**config.mk**
```make
export PLATFORM = sky130hd
export DESIGN_NAME = length_counter
export DESIGN_NICKNAME = d
export VERILOG_FILES = /design/src/rtl/apu_len_pkg.sv /design/src/rtl/length_lut.sv /design/src/rtl/length_counter.sv
export SDC_FILE = /design/constraint.sdc
export NUM_CORES = 1
export LEC_CHECK = 0
export CORE_UTILIZATION = 55
export CTS_CLUSTER_SIZE = 16
export DETAILED_ROUTE_END_ITERATION = 8
export PLACE_DENSITY = 0.79
export SKIP_LAST_GASP = 1
export SYNTH_ARGS = -nofsm -noshare
export SYNTH_HDL_FRONTEND = slang
export SYNTH_HIERARCHICAL = 1
export SYNTH_SLANG_ARGS = --single-unit
```
**constraint.sdc**
```tcl
create_clock -name ACLK -period 2.9 [get_ports ACLK]
set_input_delay 0.58 -clock ACLK [delete_from_list [all_inputs] [get_ports ACLK]]
set_output_delay 0.58 -clock ACLK [all_outputs]
set_load 0.05 [all_outputs]
```
**src/rtl/apu_len_pkg.sv**
```systemverilog
// Shared constants for the APU length counters: table widths, the 32-entry
// length table, and the per-edge action codes used by the counter datapath.
package apu_len_pkg;

  localparam int LEN_IDX_W = 5;
  localparam int LEN_CNT_W = 8;
  localparam int LEN_ENTRIES = 1 << LEN_IDX_W;

  // Index order follows the DB[7:3] encoding of the channel's 4th register.
  localparam logic [LEN_CNT_W-1:0] LEN_LUT [LEN_ENTRIES] = '{
    8'd10,  8'd254, 8'd20,  8'd2,   8'd40,  8'd4,   8'd80,  8'd6,
    8'd160, 8'd8,   8'd60,  8'd10,  8'd14,  8'd12,  8'd26,  8'd14,
    8'd12,  8'd16,  8'd24,  8'd18,  8'd48,  8'd20,  8'd96,  8'd22,
    8'd192, 8'd24,  8'd72,  8'd26,  8'd16,  8'd28,  8'd32,  8'd30
  };

  typedef enum logic [2:0] {
    LEN_RESET,
    LEN_CLEAR,
    LEN_LOAD,
    LEN_DEC,
    LEN_HOLD
  } len_action_e;

  function automatic logic [LEN_CNT_W-1:0] len_lookup(input logic [LEN_IDX_W-1:0] idx);
    return LEN_LUT[idx];
  endfunction

endpackage

```
**src/rtl/length_lut.sv**
```systemverilog
// Combinational length-table ROM; one copy serves square, triangle and noise
// counters alike.
module length_lut
  import apu_len_pkg::*;
(
  input  logic [LEN_IDX_W-1:0] idx,
  output logic [LEN_CNT_W-1:0] val
);

  always_comb begin
    val = len_lookup(idx);
  end

endmodule

```
**src/rtl/length_counter.sv**
```systemverilog
// Per-channel APU length counter: loads from the length table on register-3
// writes, counts down on half-frame strobes, and silences the channel at zero.
module length_counter
  import apu_len_pkg::*;
#(
  parameter int ENABLE_BIT = 0
) (
  input  logic       ACLK,
  input  logic       RES,
  input  logic [7:0] DB,
  input  logic       WR3,
  input  logic       W4015,
  input  logic       nLFO2,
  input  logic       LC,
  output logic       NOSQ,
  output logic       LEN_ACT
);

  logic [LEN_CNT_W-1:0] cnt;
  logic [LEN_CNT_W-1:0] cnt_next;
  logic [LEN_CNT_W-1:0] lut_val;
  logic                 en;
  logic                 en_next;
  logic                 half;
  logic                 cnt_zero;
  len_action_e          action;

  // Only the enable bit and the length index are meaningful on DB.
  logic unused_db;
  assign unused_db = ^DB;

  length_lut u_lut (
    .idx (DB[7:3]),
    .val (lut_val)
  );

  assign half     = ~nLFO2;
  assign cnt_zero = (cnt == '0);
  assign NOSQ     = cnt_zero;
  assign LEN_ACT  = ~cnt_zero;

  // A half-frame on a live count wins over a simultaneous load, even when the
  // halt flag keeps that decrement from happening.
  always_comb begin
    action   = LEN_HOLD;
    cnt_next = cnt;
    en_next  = en;

    if (RES) begin
      action  = LEN_RESET;
      en_next = 1'b0;
    end else begin
      if (W4015) begin
        en_next = DB[ENABLE_BIT];
      end
      if (!en) begin
        action = LEN_CLEAR;
      end else if (WR3 && !(half && !cnt_zero)) begin
        action = LEN_LOAD;
      end else if (half && !LC && !cnt_zero) begin
        action = LEN_DEC;
      end
    end

    unique case (action)
      LEN_RESET: cnt_next = '0;
      LEN_CLEAR: cnt_next = '0;
      LEN_LOAD:  cnt_next = lut_val;
      LEN_DEC:   cnt_next = cnt - 8'd1;
      default:   cnt_next = cnt;
    endcase
  end

  always_ff @(posedge ACLK) begin
    cnt <= cnt_next;
    en  <= en_next;
  end

endmodule

```
==> results of run 1 <==
==> logic make-up (layout without fill, tap and decap cells) <==
| kind of cell | after synthesis | after routing | share of synthesized area |
|---|---|---|---|
| buffers and inverters | 12 | 25 | 0.0795 |
| AOI/OAI and AO/OA | 26 | 26 | 0.214 |
| adders and majority gates | 8 | 8 | 0.104 |
| xor gates and xnor gates | 6 | 6 | 0.0548 |
| muxes | 6 | 6 | 0.0691 |
| DFF | 9 | 9 | 0.271 |
| and+or+nand+nor | 36 | 36 | 0.203 |
| other | 1 | 1 | 0.00391 |
==> layer usage <==
layer / global-route usage / vias up
met5: 0 / -
met1: 0.276 / 367
met4: 0.0750 / 0
met3: 0.0125 / 2
li1: - / 406
met2: 0.358 / 12
==> critical path, stage by stage (launching register included) <==
cell,delay [ns]
edfxtp_1,0.46
nor4_4,0.37
nand3_1,0.18
inv_1,0.08
clkdlybuf4s50_1,0.79
==> cell type report <==
cell class / instances / area [sq um]
multi-input combinational: 83 / 623
fill: 123 / 458
sequential: 9 / 260
timing repair buffer: 16 / 153
clock buffer: 4 / 26.3
tap: 16 / 20.0
inverter: 5 / 18.8
==> synth_stat cells <==
cell        n
o21a_1      2
a22oi_1     2
a31oi_1     1
xor2_1      4
nand3b_1    1
and3b_2     1
xnor2_1     2
o211ai_1    1
nand2b_1    2
a21oi_1     2
buf_6       2
or2b_1      1
edfxtp_1    8
inv_1       5
mux2i_1     4
nand3_1     5
o22ai_1     2
o311ai_1    2
o2bb2ai_1   8
mux2_4      1
and2b_1     1
nor3b_1     1
nand2_1     8
nor3_1      2
o21ai_0     1
nor2b_1     1
and3_1      1
a2111oi_2   1
mux2_1      1
buf_2       1
a31o_2      1
nor4_4      1
buf_4       4
nor2_1     10
ha_1        8
conb_1      1
a211oi_2    1
o21ai_1     2
dfxtp_1     1
nor2_2      1
==> how the worst min path moves through the flow <==
| stage | startpoint | to | slack [ns] | cells past startpoint |
|---|---|---|---|---|
| after floorplan | en | en | 0.45 | 2 |
| after global placement | en | en | 0.47 | 2 |
| after detailed placement | en | en | 0.49 | 2 |
| after CTS | en | en | 0.51 | 2 |
| after global routing | en | en | 0.54 | 2 |
| final | en | en | 0.50 | 2 |
==> per-stage QoR <==
step           area [sq um]  setup WS, ns  hold WS (ns)
2_1_floorplan           960         0.571         0.454
3_3_place_gp           1070         0.422         0.468
3_5_place_dp           1070         0.355         0.490
4_1_cts                1100         0.170         0.506
5_1_grt                1100        0.0982         0.536
6_report               1100         0.193         0.500
==> sequential cells by signal, indices dropped and copies added, names as in the netlist <==
signal,cells
cnt,8
en,1
==> report_power, final <==
group	internal, mW	switching (mW)	leakage (nW)
combinational	0.0737	0.0935	0.355
sequential	0.148	0.00785	0.105
clock	0.0530	0.0427	0.0150
==> out/metrics.csv, run 1 <==
stage,metric,value,unit
run_status,status,"complete, no violations",
grt,vias in the first global route,709,
clocking,Worst-Skew Late Latency,0.26,ns
floorplanning,Die X,43.8,microns
place,Cells after DPL,129,
place,DP HPWL,1.42,mm
sta,Slew headroom,0.639,
synthesis,yosys warns,6,
critical_path,worst reg-to-reg setup slack,1.21,ns
place,GP Congestion,0.791,
sta,Max Fclk,369,MHz
clocking,cts repair resizes,0,
drt,Vias/cell,5.92,
sta,RSZ-0062 raised after global routing,no,
drt,First-pass DRT Iterations,4,
clocking,clk sinks,9,
drt,vias,787,
sta,endpoints failing setup,0,
drt,final WL,1.77,mm
critical_path,Critical Path RT,2.32,ns
drt,# DRC,0,
critical_path,R2R depth,5,
sta,Final min period,2.71,ns
clocking,postcts setup bufs,0,
drt,met3 wire len,19,microns
finish,fraction of final layout cells sized beyond drive strength 1,0.111,
clocking,CTS tree,yes,
grt,total gr overflow,0,
finish,fin util,0.706,
power,Power Density,380,mW/mm^2
sta,period utilization,0.933,
grt,largest net degree at the start of global routing,17,
clocking,clock buffer depth,2,
sta,Fin. Hold Viols,0,
clocking,clk slew on worst S/H paths,0.06,ns
sta,Tightest Pin Transition,0.541,ns
drt,routed length on met1,837,microns
synthesis,Mapped Cells,104,
floorplanning,DIE AREA,0.00192,sq mm
floorplanning,core area,0.00156,sq mm
place,IO buf count,13,
flow_run,MaxCap Viol Count,0,
drt,DR WL/cell,13.3,microns
power,Max VDD drop,185,uV
finish,fin cells,133,
drt,highest routed layer,met4,
finish,area grow syn2layout,14.7,%
critical_path,kind of critical path,flop to output pin,
grt,initial antenna violation count,0,
synthesis,cell area after synthesis,960,sq um
critical_path,R2R Path End,cnt[3],
floorplanning,Top Ports,16,
clocking,CTS buffer count,3,
drt,DR WL met2,896,microns
hold_path,Worst Hold Class,flop to flop,
synthesis,Yosys top cell by area,edfxtp_1,
critical_path,crit path launch,cnt[4],
finish,diodes inserted,0,
critical_path,CP Launch Type,flop,
synthesis,sequential area share after synthesis,0.271,
floorplanning,number of cell rows,14,
finish,Final nets,140,
floorplanning,Die Ht,43.8,microns
grt,first-pass GRT wire length,3.02,mm
drt,Iteration-0 DRC Markers,13,
sta,Final Skew,0.00336,ns
sta,Slew Limit Fails,0,
synthesis,top-area cell type share of the netlist area,0.250,
power,leakage,0.474,nW
critical_path,CP Capture Type,output pin,
critical_path,CP Data Arrival Time,2.13,ns
synthesis,syn avg cell area,9.23,sq um
critical_path,CP Capture Point,NOSQ,
critical_path,"critical path fanouts, max",3,
synthesis,Mapped Nets,126,
synthesis,synth unique cells,40,
finish,most frequent cells in the layout,"13 x clkdlybuf4s50_1, 10 x nor2_1",
clocking,H-tree depth,1,
clocking,CTS Root Cell,clkbuf_4,
drt,Antenna Nets Post-Route,0,
synthesis,synth top area cells,"edfxtp_1 25%, ha_1 10%, o2bb2ai_1 7.3%, mux2i_1 4.2%, nor2_1 3.9%",
sta,setup TNS,0,ns
critical_path,reg2reg start,cnt[4],
finish,"most common cell after layout, fill and taps aside",clkdlybuf4s50_1,
floorplanning,Initial Util,0.616,
grt,gr usage total,0.209,
clocking,hold_buf cts,0,
power,Total Power,419,uW
synthesis,number of synthesized register bits,9,
Power figures use the tool's default switching activity.
==> run 2, diff against run 1 <==
- CORE_UTILIZATION: 55 -> 52
- HOLD_SLACK_MARGIN: not set -> 0.08
- PLACE_DENSITY: 0.79 -> 0.75
- clock period: 2.9 -> 2.5 ns (I/O delays scaled with it)
==> run 2 against run 1 <==
Net effect: routed wire length rose by 4.5%; worst setup slack better by 0.098 ns; sequential cell count unchanged; global-route usage down 1.1 points; largest power group unchanged; die area is 5.5% higher.
==> out/metrics.csv, run 2 (synthesis results as in run 1) <==
stage,metric,value,unit,change
run_status,status,"complete, no violations",,
finish,largest registers,"cnt x8, en x1",,
critical_path,CP Launch Type,flop,,
floorplanning,Die X,45.0,microns,+2.7%
sta,Slew headroom,0.649,,+0.0109
sta,Final min period,2.21,ns,
finish,most frequent cells in the layout,"11 x clkdlybuf4s50_1, 10 x nor2_1",,
drt,Iteration-0 DRC Markers,13,,unchanged
floorplanning,number of cell rows,15,,+1
floorplanning,Die Ht,45.0,microns,+2.7%
drt,vias,796,,+1.1%
drt,First-pass DRT Iterations,4,,unchanged
finish,final instance area,0.00112,sq mm,+2.0%
clocking,H-tree depth,1,,unchanged
clocking,clk sinks,9,,unchanged
critical_path,kind of critical path,flop to output pin,,
finish,Final nets,142,,+1.4%
sta,Tightest Pin Transition,0.524,ns,-0.0163 ns
critical_path,CP Data Arrival Time,1.71,ns,-0.42 ns
place,Placed Area,0.00110,sq mm,+2.2%
hold_path,Worst Hold Class,flop to flop,,
grt,largest net degree at the start of global routing,16,,-1
grt,gr usage total,0.198,,-0.0108
clocking,cts repair resizes,1,,+1
clocking,postcts setup bufs,0,,unchanged
floorplanning,core area,0.00173,sq mm,+11%
sta,Slew Limit Fails,0,,unchanged
clocking,CTS buffer count,3,,unchanged
finish,diodes inserted,0,,unchanged
sta,endpoints failing setup,0,,unchanged
grt,vias in the first global route,726,,+2.4%
finish,"Most flops, register",cnt,,
flow_run,MaxCap Viol Count,0,,unchanged
drt,# DRC,0,,unchanged
drt,DR WL/cell,12.8,microns,-3.5%
power,Max VDD drop,184,uV,-0.44%
power,leakage,0.487,nW,+2.6%
clocking,hold_buf cts,0,,unchanged
drt,Vias/cell,5.53,,-6.6%
critical_path,Critical Path RT,2.00,ns,-0.32 ns
clocking,clock buffer depth,2,,unchanged
sta,Max Fclk,453,MHz,
floorplanning,Top Ports,16,,unchanged
finish,fraction of final layout cells sized beyond drive strength 1,0.134,,+0.0233
clocking,Worst-Skew Late Latency,0.26,ns,about the same
drt,final WL,1.85,mm,+4.5%
grt,initial antenna violation count,0,,unchanged
finish,max reg flops,8,,unchanged
sta,period utilization,0.884,,
finish,"most common cell after layout, fill and taps aside",clkdlybuf4s50_1,,
sta,setup TNS,0,ns,unchanged
place,DP HPWL,1.47,mm,+3.2%
place,IO buf count,13,,unchanged
power,Power Density,432,mW/mm^2,+14%
clocking,CTS tree,yes,,
grt,total gr overflow,0,,unchanged
sta,Final Skew,0.00586,ns,+0.00251 ns
drt,Antenna Nets Post-Route,0,,unchanged
floorplanning,DIE AREA,0.00202,sq mm,+5.5%
sta,RSZ-0062 raised after global routing,no,,
floorplanning,Initial Util,0.556,,-0.0598
critical_path,CP Capture Type,output pin,,
place,GP Congestion,0.757,,-4.3%
critical_path,"critical path fanouts, max",3,,unchanged
finish,area grow syn2layout,17.1,%,
sta,Fin. Hold Viols,0,,unchanged
clocking,CTS Root Cell,clkbuf_4,,
grt,first-pass GRT wire length,2.93,mm,-2.8%
clocking,clk slew on worst S/H paths,0.06,ns,about the same
run 2: cell count changes in the layout (fill, tap and decap cells not counted), sizes merged:
| cell | before | now |
|---|---|---|
| buf | 3 | 6 |
| clkdlybuf4s50 | 13 | 11 |
| dlygate4sd2 | 0 | 1 |
run 2: layout make-up:
class	count	area [sq um]
Tap cell	25	31.3
Fill cell	159	603
Multi-Input combinational cell	83	623
Timing Repair Buffer	18	164
Sequential cell	9	260
Clock buffer	4	26.3
Inverter	5	18.8
run 2: layer usage:
metal,GRT usage,share of wire,up-vias
li1,-,-,410
met1,0.228,0.46,379
met2,0.377,0.54,7
met3,0,0.0054,0
met4,0.0970,0,0
met5,0,0,-
run 2: worst max-delay path: stages, from the launching register on:
cell           delay, ns
edfxtp_1            0.46
nor4_4              0.38
nand3_1             0.17
dlygate4sd2_1       0.45
run 2: where the power goes:
| group | switching (mW) | internal, mW |
|---|---|---|
| Combinational | 0.111 | 0.0829 |
| Sequential | 0.00912 | 0.172 |
| Clock | 0.0490 | 0.0614 |
| Total | 0.169 | 0.316 |
run 2: metrics by stage:
step                      hold slack [ns]  power, mW  setup WS, ns  utilization  std cells
after floorplan                     0.454      0.322         0.251            -        104
final                               0.493      0.485         0.291        0.651        144
after detailed placement            0.484      0.380         0.193        0.636        140
after global routing                0.516      0.509         0.239        0.651        144
after CTS                           0.498      0.487         0.277        0.651        144
after global placement              0.465      0.375         0.213        0.636        140
run 2: path summary, 6_finish.rpt:
check,start,to,slack (ns),cells after the start
setup / recovery,cnt[4],LEN_ACT,0.29,3
hold / removal,en,en,0.49,2
setup reg to reg,cnt[4],cnt[3],0.75,5
hold reg to reg,en,en,0.49,2
==> run 3, diff against run 2 <==
- PLACE_DENSITY: 0.75 -> not set
- PLACE_DENSITY_LB_ADDON: not set -> 0.05
- REMOVE_ABC_BUFFERS: not set -> 1
==> run 3 against run 2 <==
Net effect: count of clock-buffer cells in the layout unchanged; critical path type unchanged; clock skew down 0.00060 ns; sequential share of layout area down 0.15 points; first-iteration DRC count down 31%; total power about the same; worst hold slack better by 0.0049 ns; non-clock buffer count up 1.
==> out/metrics.csv, run 3 (synthesis results as in run 1) <==
stage,metric,value,unit,change
critical_path,critical path's slowest cell,edfxtp_1,,
finish,largest registers,"cnt x8, en x1",,
power,combinational share of power,0.397,,-0.003
sta,RSZ-0062 raised after global routing,no,,
critical_path,reg2reg start,cnt[4],,
drt,vias,791,,-0.63%
floorplanning,core area,0.00173,sq mm,unchanged
clocking,Worst-Skew Late Latency,0.26,ns,about the same
sta,Max Fclk,448,MHz,-1.1%
finish,most frequent cells in the layout,"11 x clkdlybuf4s50_1, 10 x nor2_1",,
hold_path,hold worst-path end,en,,
grt,initial antenna violation count,0,,unchanged
drt,First-pass DRT Iterations,4,,unchanged
clocking,clock buffer depth,2,,unchanged
critical_path,CP Launch Type,flop,,
hold_path,Hold Path Origin,en,,
drt,DR WL/cell,12.7,microns,-1.2%
finish,area grow syn2layout,17.9,%,
drt,final WL,1.84,mm,-0.54%
clocking,clk sinks,9,,unchanged
clocking,CTS tree,yes,,
critical_path,CP Data Arrival Time,1.73,ns,+0.02 ns
place,DP HPWL,1.48,mm,+0.48%
grt,gr usage total,0.210,,+0.0117
critical_path,kind of critical path,flop to output pin,,
clocking,hold_buf cts,0,,unchanged
clocking,clk slew on worst S/H paths,0.06,ns,about the same
floorplanning,number of cell rows,15,,unchanged
floorplanning,DIE AREA,0.00202,sq mm,unchanged
sta,period utilization,0.893,,+0.00957
drt,Antenna Nets Post-Route,0,,unchanged
critical_path,CP Capture Type,output pin,,
finish,Final nets,143,,+0.70%
place,IO buf count,13,,unchanged
critical_path,"critical path fanouts, max",3,,unchanged
power,internal cell power,317,uW,+0.28%
sta,Final Skew,0.00526,ns,-0.000600 ns
sta,Final min period,2.23,ns,+0.0239 ns
grt,first-pass GRT wire length,3.06,mm,+4.5%
place,Cells after DPL,141,,+0.71%
power,Power Density,429,mW/mm^2,-0.70%
grt,total gr overflow,0,,unchanged
sta,Tightest Pin Transition,0.523,ns,-0.00136 ns
finish,filler cell count,167,,+5.0%
sta,endpoints failing setup,0,,unchanged
finish,"Most flops, register",cnt,,
floorplanning,Top Ports,16,,unchanged
clocking,CTS Root Cell,clkbuf_4,,
critical_path,WP buf/inv,1,,unchanged
critical_path,CP top delay family,simple AND/OR/NAND/NOR gates,,
run_status,status,"complete, no violations",,
clocking,CTS buffer count,3,,unchanged
grt,vias in the first global route,725,,-0.14%
power,leakage,0.491,nW,+0.99%
finish,"most common cell after layout, fill and taps aside",clkdlybuf4s50_1,,
sta,Slew Limit Fails,0,,unchanged
critical_path,CP max stage delay,0.47,ns,about the same
drt,Iteration-0 DRC Markers,9,,-4
floorplanning,Initial Util,0.556,,unchanged
power,share of power burned in registers,0.373,,about the same
drt,# DRC,0,,unchanged
critical_path,CP cell instances,nor4_4 > nand3_1 > dlygate4sd2_1,,
sta,worst setup slack after layout,0.267,ns,-0.0239 ns
power,clock power share,0.230,,+0.002
drt,Vias/cell,5.46,,-1.3%
flow_run,MaxCap Viol Count,0,,unchanged
sta,Slew headroom,0.650,,+0.000907
place,GP Congestion,0.801,,+5.9%
power,Sw Pwr,168,uW,-0.62%
sta,Fin. Hold Viols,0,,unchanged
critical_path,R2R Path End,cnt[6],,
critical_path,Critical Path RT,2.00,ns,about the same
critical_path,worst reg-to-reg setup slack,0.76,ns,about the same
critical_path,R2R depth,4,,-1
finish,diodes inserted,0,,unchanged
place,Setup WS pre-CTS,0.165,ns,-0.0273 ns
floorplanning,Die X,45.0,microns,unchanged
floorplanning,Die Ht,45.0,microns,unchanged
finish,max reg flops,8,,unchanged
sta,setup TNS,0,ns,unchanged
clocking,H-tree depth,1,,unchanged
power,Max VDD drop,211,uV,+15%
clocking,cts repair resizes,1,,unchanged
hold_path,Worst Hold Class,flop to flop,,
power,Net Sw Frac,0.347,,-0.00204
finish,fin cells,145,,+0.69%
grt,largest net degree at the start of global routing,16,,unchanged
hold_path,Hold Path Depth,2,,unchanged
clocking,postcts setup bufs,0,,unchanged
finish,fin util,0.655,,+0.00435
finish,fraction of final layout cells sized beyond drive strength 1,0.142,,+0.00721
## run 3: through the flow
stage          hold WS (ns)  power (mW)  instance area, sq um
5_1_grt               0.548       0.512                  1130
3_3_place_gp          0.468       0.376                  1110
4_1_cts               0.507       0.489                  1130
3_5_place_dp          0.491       0.379                  1110
2_1_floorplan         0.454       0.307                   902
6_report              0.498       0.485                  1130
## run 3: power by group through the flow
stage	logic, mW	clock network [mW]	registers, mW
3_5_place_dp	0.195	0	0.184
5_1_grt	0.212	0.118	0.182
4_1_cts	0.193	0.115	0.181
3_3_place_gp	0.192	0	0.183
2_1_floorplan	0.124	0	0.182
6_report	0.193	0.111	0.181
## run 3: layout make-up
cell class	instances	area [sq um]	share of cell area
Multi-Input combinational cell	83	623	0.551
Sequential cell	9	260	0.230
Timing Repair Buffer	19	171	0.152
Tap cell	25	31.3	0.0277
Clock buffer	4	26.3	0.0232
Inverter	5	18.8	0.0166
## run 3: tightest hold or removal path, delay by kind of cell (launching register included)
| family | cells | cell delay, ns |
|---|---|---|
| flops | 1 | 0.33 |
| mux | 1 | 0.06 |
| simple gates | 1 | 0.07 |
## run 3: how the worst max path moves through the flow
stage | startpoint | cells after the start | slack [ns] | end
5_1_grt | cnt[4] | 3 | 0.18 | LEN_ACT
3_3_place_gp | DB[3] | 7 | 0.23 | cnt[4]
6_report | cnt[4] | 3 | 0.27 | LEN_ACT
4_1_cts | cnt[4] | 3 | 0.25 | LEN_ACT
2_1_floorplan | cnt[4] | 3 | 0.25 | NOSQ
3_5_place_dp | DB[3] | 7 | 0.17 | cnt[4]
## run 3: layer usage
layer / GRT usage / up-vias / wire length (microns)
met4: 0.0909 / 0 / 21
li1: - / 409 / -
met2: 0.359 / 13 / 938
met3: 0.0120 / 2 / 56
met1: 0.273 / 367 / 823
met5: 0 / - / 0
